### config.mk
export PLATFORM = sky130hd
export DESIGN_NAME = if_trace_buffer_flat
export DESIGN_NICKNAME = d
export VERILOG_FILES = /design/src/rtl/gouram_trace_pkg.sv /design/src/rtl/if_trace_buffer_if.sv /design/src/rtl/if_trace_buffer.sv /design/src/flat_wrapper.sv
export SDC_FILE = /design/constraint.sdc
export NUM_CORES = 1
export LEC_CHECK = 0
export CORE_UTILIZATION = 35
export CTS_BUF_LIST = sky130_fd_sc_hd__clkbuf_4
export DETAILED_ROUTE_END_ITERATION = 16
export GPL_TIMING_DRIVEN = 1
export PLACE_DENSITY = 0.52
export SYNTH_ARGS = -nofsm -noshare
export SYNTH_HDL_FRONTEND = slang
export SYNTH_SLANG_ARGS = --single-unit
export TNS_END_PERCENT = 1
### constraint.sdc
create_clock -name clk -period 6.5 [get_ports clk]
set_clock_uncertainty 0.05 [all_clocks]
set_input_delay 1.3 -clock clk [delete_from_list [all_inputs] [get_ports clk]]
set_output_delay 1.3 -clock clk [all_outputs]
set_load 0.01 [all_outputs]
### src/rtl/gouram_trace_pkg.sv
// rtl/gouram_trace_pkg.sv - shared trace record types for the gouram trace pipeline
//
// Contents:
//   ADDR_WIDTH, DATA_WIDTH : widths of the address and instruction fields
//   timestamp_t            : timestamp sub-record
//   mem_access_t           : start/end timestamps of one memory access phase
//   if_data_t              : IF-stage timing (time_start/time_end, mem_access_req/res)
//   trace_format           : complete IF trace record (addr, instruction, if_data)
package gouram_trace_pkg;

   localparam int ADDR_WIDTH = 32;
   localparam int DATA_WIDTH = 32;

   typedef struct packed {
      logic [31:0] cycle;
   } timestamp_t;

   typedef struct packed {
      timestamp_t time_start;
      timestamp_t time_end;
   } mem_access_t;

   typedef struct packed {
      timestamp_t  time_start;
      timestamp_t  time_end;
      mem_access_t mem_access_req;
      mem_access_t mem_access_res;
   } if_data_t;

   typedef struct packed {
      logic [ADDR_WIDTH-1:0] addr;
      logic [DATA_WIDTH-1:0] instruction;
      if_data_t              if_data;
   } trace_format;

endpackage

### src/rtl/if_trace_buffer_if.sv
// rtl/if_trace_buffer_if.sv - push/pop handshake bundle of the IF trace buffer
//
// Signals:
//   if_data_valid : one-cycle push strobe from the IF tracker
//   if_data_i     : record to push
//   trace_valid_o : head entry available
//   trace_o       : head entry
//   trace_ready_i : consumer accepts the head when high together with trace_valid_o
// Modports:
//   master : IF tracker / ID-stage consumer side (drives pushes and ready)
//   slave  : the buffer itself
interface if_trace_buffer_if #(
   parameter type trace_format = int
);

   logic        if_data_valid;
   trace_format if_data_i;
   logic        trace_valid_o;
   trace_format trace_o;
   logic        trace_ready_i;

   modport master (
      output if_data_valid,
      output if_data_i,
      output trace_ready_i,
      input  trace_valid_o,
      input  trace_o
   );

   modport slave (
      input  if_data_valid,
      input  if_data_i,
      input  trace_ready_i,
      output trace_valid_o,
      output trace_o
   );

endinterface

### src/rtl/if_trace_buffer.sv
// rtl/if_trace_buffer.sv - first-word-fall-through elastic buffer for IF trace records
//
// Ports:
//   clk          : single clock, rising edge
//   rst          : asynchronous active-low reset
//   bus          : if_trace_buffer_if.slave (push strobe/data, head valid/data, ready)
//   flush        : discard all stored records (a same-cycle push is kept)
//   count_o      : current occupancy
//   full_o       : occupancy == DEPTH
//   overflow_o   : sticky, a push was dropped since reset
//   drop_count_o : saturating dropped-push counter, present only with
//                  IF_TRACE_BUFFER_DROP_CNT_EN defined
module if_trace_buffer
   import gouram_trace_pkg::*;
#(
   parameter int  ADDR_WIDTH   = 32,
   parameter int  DATA_WIDTH   = 32,
   parameter int  DEPTH        = 4,
   parameter type trace_format = int
) (
   input  logic                     clk,
   input  logic                     rst,
   if_trace_buffer_if.slave         bus,
   input  logic                     flush,
   output logic [$clog2(DEPTH):0]   count_o,
   output logic                     full_o,
`ifdef IF_TRACE_BUFFER_DROP_CNT_EN
   output logic [15:0]              drop_count_o,
`endif
   output logic                     overflow_o
);

   localparam int PTR_W     = $clog2(DEPTH);
   localparam int CNT_W     = PTR_W + 1;
   localparam int DROP_CNT_W = 16;

   generate
      if (DEPTH < 2 || (DEPTH & (DEPTH - 1)) != 0) begin : g_bad_depth
         $error("if_trace_buffer: DEPTH must be a power of two >= 2");
      end
      if (ADDR_WIDTH < 1 || DATA_WIDTH < 1) begin : g_bad_width
         $error("if_trace_buffer: ADDR_WIDTH and DATA_WIDTH must be positive");
      end
   endgenerate

   trace_format      mem [DEPTH];
   logic [PTR_W-1:0] wr_ptr;
   logic [PTR_W-1:0] rd_ptr;
   logic [CNT_W-1:0] count;
   logic             overflow;

   logic             push;
   logic             pop;
   logic             full;
   logic             drop;
   logic             accept;
   logic [PTR_W-1:0] wr_idx;

   assign push   = bus.if_data_valid;
   assign full   = (count == CNT_W'(DEPTH));
   assign pop    = (count != '0) && bus.trace_ready_i;
   // A flush empties the buffer, so a push in the flush cycle always fits.
   // At full, a simultaneous pop frees the slot the push needs.
   assign drop   = push && !flush && full && !pop;
   assign accept = push && !drop;
   assign wr_idx = flush ? '0 : wr_ptr;

   always_ff @(posedge clk or negedge rst) begin
      if (!rst) begin
         wr_ptr   <= '0;
         rd_ptr   <= '0;
         count    <= '0;
         overflow <= 1'b0;
      end else if (flush) begin
         rd_ptr <= '0;
         wr_ptr <= push ? PTR_W'(1) : '0;
         count  <= push ? CNT_W'(1) : '0;
      end else begin
         if (accept) begin
            wr_ptr <= wr_ptr + 1'b1;
         end
         if (pop) begin
            rd_ptr <= rd_ptr + 1'b1;
         end
         if (accept && !pop) begin
            count <= count + 1'b1;
         end else if (!accept && pop) begin
            count <= count - 1'b1;
         end
         if (drop) begin
            overflow <= 1'b1;
         end
      end
   end

   // Data storage carries no reset; occupancy alone decides what is visible.
   always_ff @(posedge clk) begin
      if (accept) begin
         mem[wr_idx] <= bus.if_data_i;
      end
   end

`ifdef IF_TRACE_BUFFER_DROP_CNT_EN
   logic [DROP_CNT_W-1:0] drop_count;

   always_ff @(posedge clk or negedge rst) begin
      if (!rst) begin
         drop_count <= '0;
      end else if (drop && drop_count != {DROP_CNT_W{1'b1}}) begin
         drop_count <= drop_count + 1'b1;
      end
   end

   assign drop_count_o = drop_count;
`endif

   assign bus.trace_valid_o = (count != '0);
   // Masked while empty so the head reads 0 out of reset despite unreset storage.
   assign bus.trace_o       = (count != '0) ? mem[rd_ptr] : '0;
   assign count_o           = count;
   assign full_o            = full;
   assign overflow_o        = overflow;

endmodule
### src/flat_wrapper.sv
// flat-port wrapper written by rule: the top's interface ports become plain ports
module if_trace_buffer_flat import gouram_trace_pkg::*;
#(
   parameter int  ADDR_WIDTH   = 32,
   parameter int  DATA_WIDTH   = 32,
   parameter int  DEPTH        = 4,
   parameter type trace_format = int
)
  (clk, rst, flush, count_o, full_o, overflow_o, bus_if_data_valid, bus_if_data_i, bus_trace_ready_i, bus_trace_valid_o, bus_trace_o);
  if_trace_buffer_if #(.trace_format(trace_format)) bus_i ();
  input  logic clk;
  input  logic rst;
  input  logic flush;
  output logic [$clog2(DEPTH):0] count_o;
  output logic full_o;
  output logic overflow_o;
  input wire logic [$bits(bus_i.if_data_valid)-1:0] bus_if_data_valid;
  input wire logic [$bits(bus_i.if_data_i)-1:0] bus_if_data_i;
  input wire logic [$bits(bus_i.trace_ready_i)-1:0] bus_trace_ready_i;
  output wire logic [$bits(bus_i.trace_valid_o)-1:0] bus_trace_valid_o;
  output wire logic [$bits(bus_i.trace_o)-1:0] bus_trace_o;
  assign bus_i.if_data_valid = bus_if_data_valid;
  assign bus_i.if_data_i = bus_if_data_i;
  assign bus_i.trace_ready_i = bus_trace_ready_i;
  assign bus_trace_valid_o = bus_i.trace_valid_o;
  assign bus_trace_o = bus_i.trace_o;
  if_trace_buffer #(.ADDR_WIDTH(ADDR_WIDTH), .DATA_WIDTH(DATA_WIDTH), .DEPTH(DEPTH), .trace_format(trace_format)) u_core (.clk(clk), .rst(rst), .bus(bus_i), .flush(flush), .count_o(count_o), .full_o(full_o), .overflow_o(overflow_o));
endmodule
==> metrics <==
outcome=finished, final reports clean; Reg power frac=0.526; min Tclk post-route=4.26 ns; Crit path largest cell delay=0.64 ns; Ports=75; CTS tree=done; Pins Over Slew Limit=0; most used flip-flop cell after synthesis=edfxtp_1; antenna violations before repair=1; Clock Pin Slew Worst Setup and Hold Paths=0.11 ns; post-route ant nets=0; vias=2724; chip width=126 um; Slew HR=0.268; EDFF count, synth=128; Crit Reg-Reg Startpoint=u_core.count_o[2]; first-pass GRT wire length=16.1 mm; Vert. Die Dim=126 um; crit path cell chain=buf_4, mux4_2, and2_1, clkdlybuf4s50_1; grt met2 use=0.233; Initial Utilization=0.358; post-CTS setup buffers=0; sw power=0.502 mW; Crit-path slowest cell=dfrtp_2; CTS Buffer Depth=2; #FFs+latches synth=136; r2r setup slk=3.96 ns; Syn Area/Cell=19.8 um^2; RR Endpoint=u_core.count_o[1]; Reg2Reg Depth=8; H-Tree Depth=4; Routed WL=10.1 mm; top cells by area, synth=edfxtp_1 (71%), mux4_2 (13%), and2_1 (3.8%); CTS buffer count=17; FMAX=235 MHz; RSZ-0062 raised after global routing=false; top cells by count, synth=edfxtp_1 (128), and2_1 (33), mux4_2 (32); Synth Net Count=311; Tot GR Track Use=0.141; Startpoint Class=register; final setup violation count=0; combinational share of power=0.221; sw frac=0.252; Residual DRC=0; Pwr per Cell Area=301 mW/mm^2; internal power=1.49 mW; GRT Residual Overflow=0; Yosys top cell area share=0.709; DRT Pass-1 Iters=4; post-DR wirelength/cell=18.0 um; critical path endpoint category=output port; Layout Nets=396; Core Box Area=0.0151 mm^2; IO Port Bufs=74; cts hold-fix bufs=0; DR iter-0 viols=230; maxcap violations=0; drt via density=4.86; Synth area leader=edfxtp_1; worst slew pin tran=1.10 ns; GRT met3 Usage=0.0426; Clock Sinks=136; Leak Pwr=2.12 nW; worst vdd ir=112 uV; Area Overhead vs Synth=22.4%; worst path arrival time=2.91 ns; synthesized netlist cell count=273; asr flop ratio synth=0.0588; Min-Delay Path Depth=1; Tot Pwr=1.99 mW; met1 Track Usage GR=0.172; Worst-Skew Late Latency=0.52 ns; synthesized area=0.00542 mm^2; worst hold path class=reg2reg; Fin. Hold Viols=0; Final Wtd Congestion=0.721; critical path type=reg2out; share of cells above drive strength 1=0.199; Worst EP required=5.15 ns; sequential share of the synthesized area=0.746; largest fanout on the critical path=22; largest net degree at the start of global routing=37; clock power share=0.253; vias in the first global route=2929; Worst Hold Launch=u_core.overflow_o; # rows=45; clock root cell=clkbuf_4; fin crit share=0.655; DPL Wire Length=6.04 mm; Setup TNS=0 ns; worst hold endpoint=u_core.overflow_o; Yosys warnings=0; Post-CTS Resized=0; most numerous cell in the Yosys netlist=edfxtp_1; die area=0.0160 mm^2; Most Crowded Layer GR=met2; post-synthesis cell type count=30
-- worst max-delay path: cells and delay by family, from the launching register on --
kind | cells | cell delay [ns]
buf+inv | 2 | 0.97
flops | 1 | 0.64
mux | 1 | 0.57
simple gates | 1 | 0.18
-- metrics by stage --
stage	instances	setup slack (ns)	hold WS, ns	instance area, um^2	util
2_1_floorplan	273	1.13	0.443	5420	-
3_3_place_gp	527	2.58	0.398	6380	0.421
3_5_place_dp	527	2.59	0.407	6380	0.421
4_1_cts	559	2.11	0.433	6630	0.438
5_1_grt	560	1.97	0.458	6630	0.438
6_report	560	2.24	0.422	6630	0.438
-- worst max path at each step --
stage / start / slack [ns] / endpoint
floorplan: bus_if_data_valid / 1.13 / u_core.mem[2][0]
global placement: bus_trace_ready_i / 2.58 / u_core.mem[0][29]
detailed placement: bus_trace_ready_i / 2.59 / u_core.mem[0][29]
CTS: u_core.rd_ptr[0] / 2.11 / bus_trace_o[22]
global route: u_core.rd_ptr[0] / 1.97 / bus_trace_o[26]
finish: u_core.rd_ptr[0] / 2.24 / bus_trace_o[22]
-- cell usage in the layout, fill, tap and decap left out, drive strengths merged --
| master | synthesis | final |
|---|---|---|
| edfxtp | 128 | 128 |
| clkdlybuf4s50 | 0 | 74 |
| and2 | 33 | 33 |
| mux4 | 32 | 32 |
| clkbuf | 7 | 19 |
| nor2 | 13 | 13 |
| clkinv | 0 | 10 |
| buf | 9 | 8 |
| dfrtp | 8 | 8 |
| o21ai | 5 | 5 |
| inv | 4 | 4 |
| nor2b | 3 | 3 |
| nand2 | 3 | 3 |
| a31oi | 3 | 3 |
| a21o | 3 | 3 |
| nor3b | 2 | 2 |
| xor2 | 2 | 2 |
| xnor2 | 2 | 2 |
| a21oi | 2 | 2 |
| o211ai | 2 | 2 |
| nand3b | 2 | 2 |
| bufinv | 0 | 2 |
| o31ai | 2 | 2 |
| diode | 0 | 1 |
| or3 | 1 | 1 |
| or2 | 1 | 1 |
| nand2b | 1 | 1 |
| nor4 | 1 | 1 |
| nor4b | 1 | 1 |
| nand3 | 1 | 1 |
| nand4 | 1 | 1 |
| fa | 1 | 1 |
| clkinvlp | 0 | 1 |
-- registers in the layout, summed over array words and instances (netlist names) --
register and flops:
u_core.wr_ptr 2, u_core.overflow_o 1, u_core.rd_ptr 2, u_core.mem 128, u_core.count_o 3
-- power groups by stage --
stage / Combinational (mW) / Sequential (mW) / Clock, mW
final: 0.441 / 1.05 / 0.504
after global routing: 0.481 / 1.06 / 0.562
after CTS: 0.454 / 1.05 / 0.522
after detailed placement: 0.452 / 1.07 / 0
after global placement: 0.450 / 1.07 / 0
after floorplan: 0.262 / 1.05 / 0
-- per-layer routing --
metal,vias to the layer above,part of all wire
met4,0,0.017
met3,14,0.046
met1,1399,0.43
met2,62,0.51
li1,1249,-
met5,-,0
-- final cells by class --
cell class / count / area [um^2]
tap: 188 / 235
fill: 1339 / 8510
clock inverter: 13 / 111
timing repair buffer: 82 / 801
sequential: 136 / 4050
antenna: 1 / 2.50
clock buffer: 19 / 143
multi-input combinational: 117 / 1280
inverter: 4 / 15.0
-- cell families after synthesis --
| group | share of synthesized area |
|---|---|
| multiplexers | 0.133 |
| AO/OA/AOI/OAI | 0.0222 |
| buffers and inverters | 0.0217 |
| flip-flops | 0.746 |
| AND/OR/NAND/NOR | 0.0665 |
| adder cells (fa/ha/maj) | 0.00370 |
| XOR/XNOR | 0.00647 |
No activity file was read; power rests on OpenSTA's default activity.
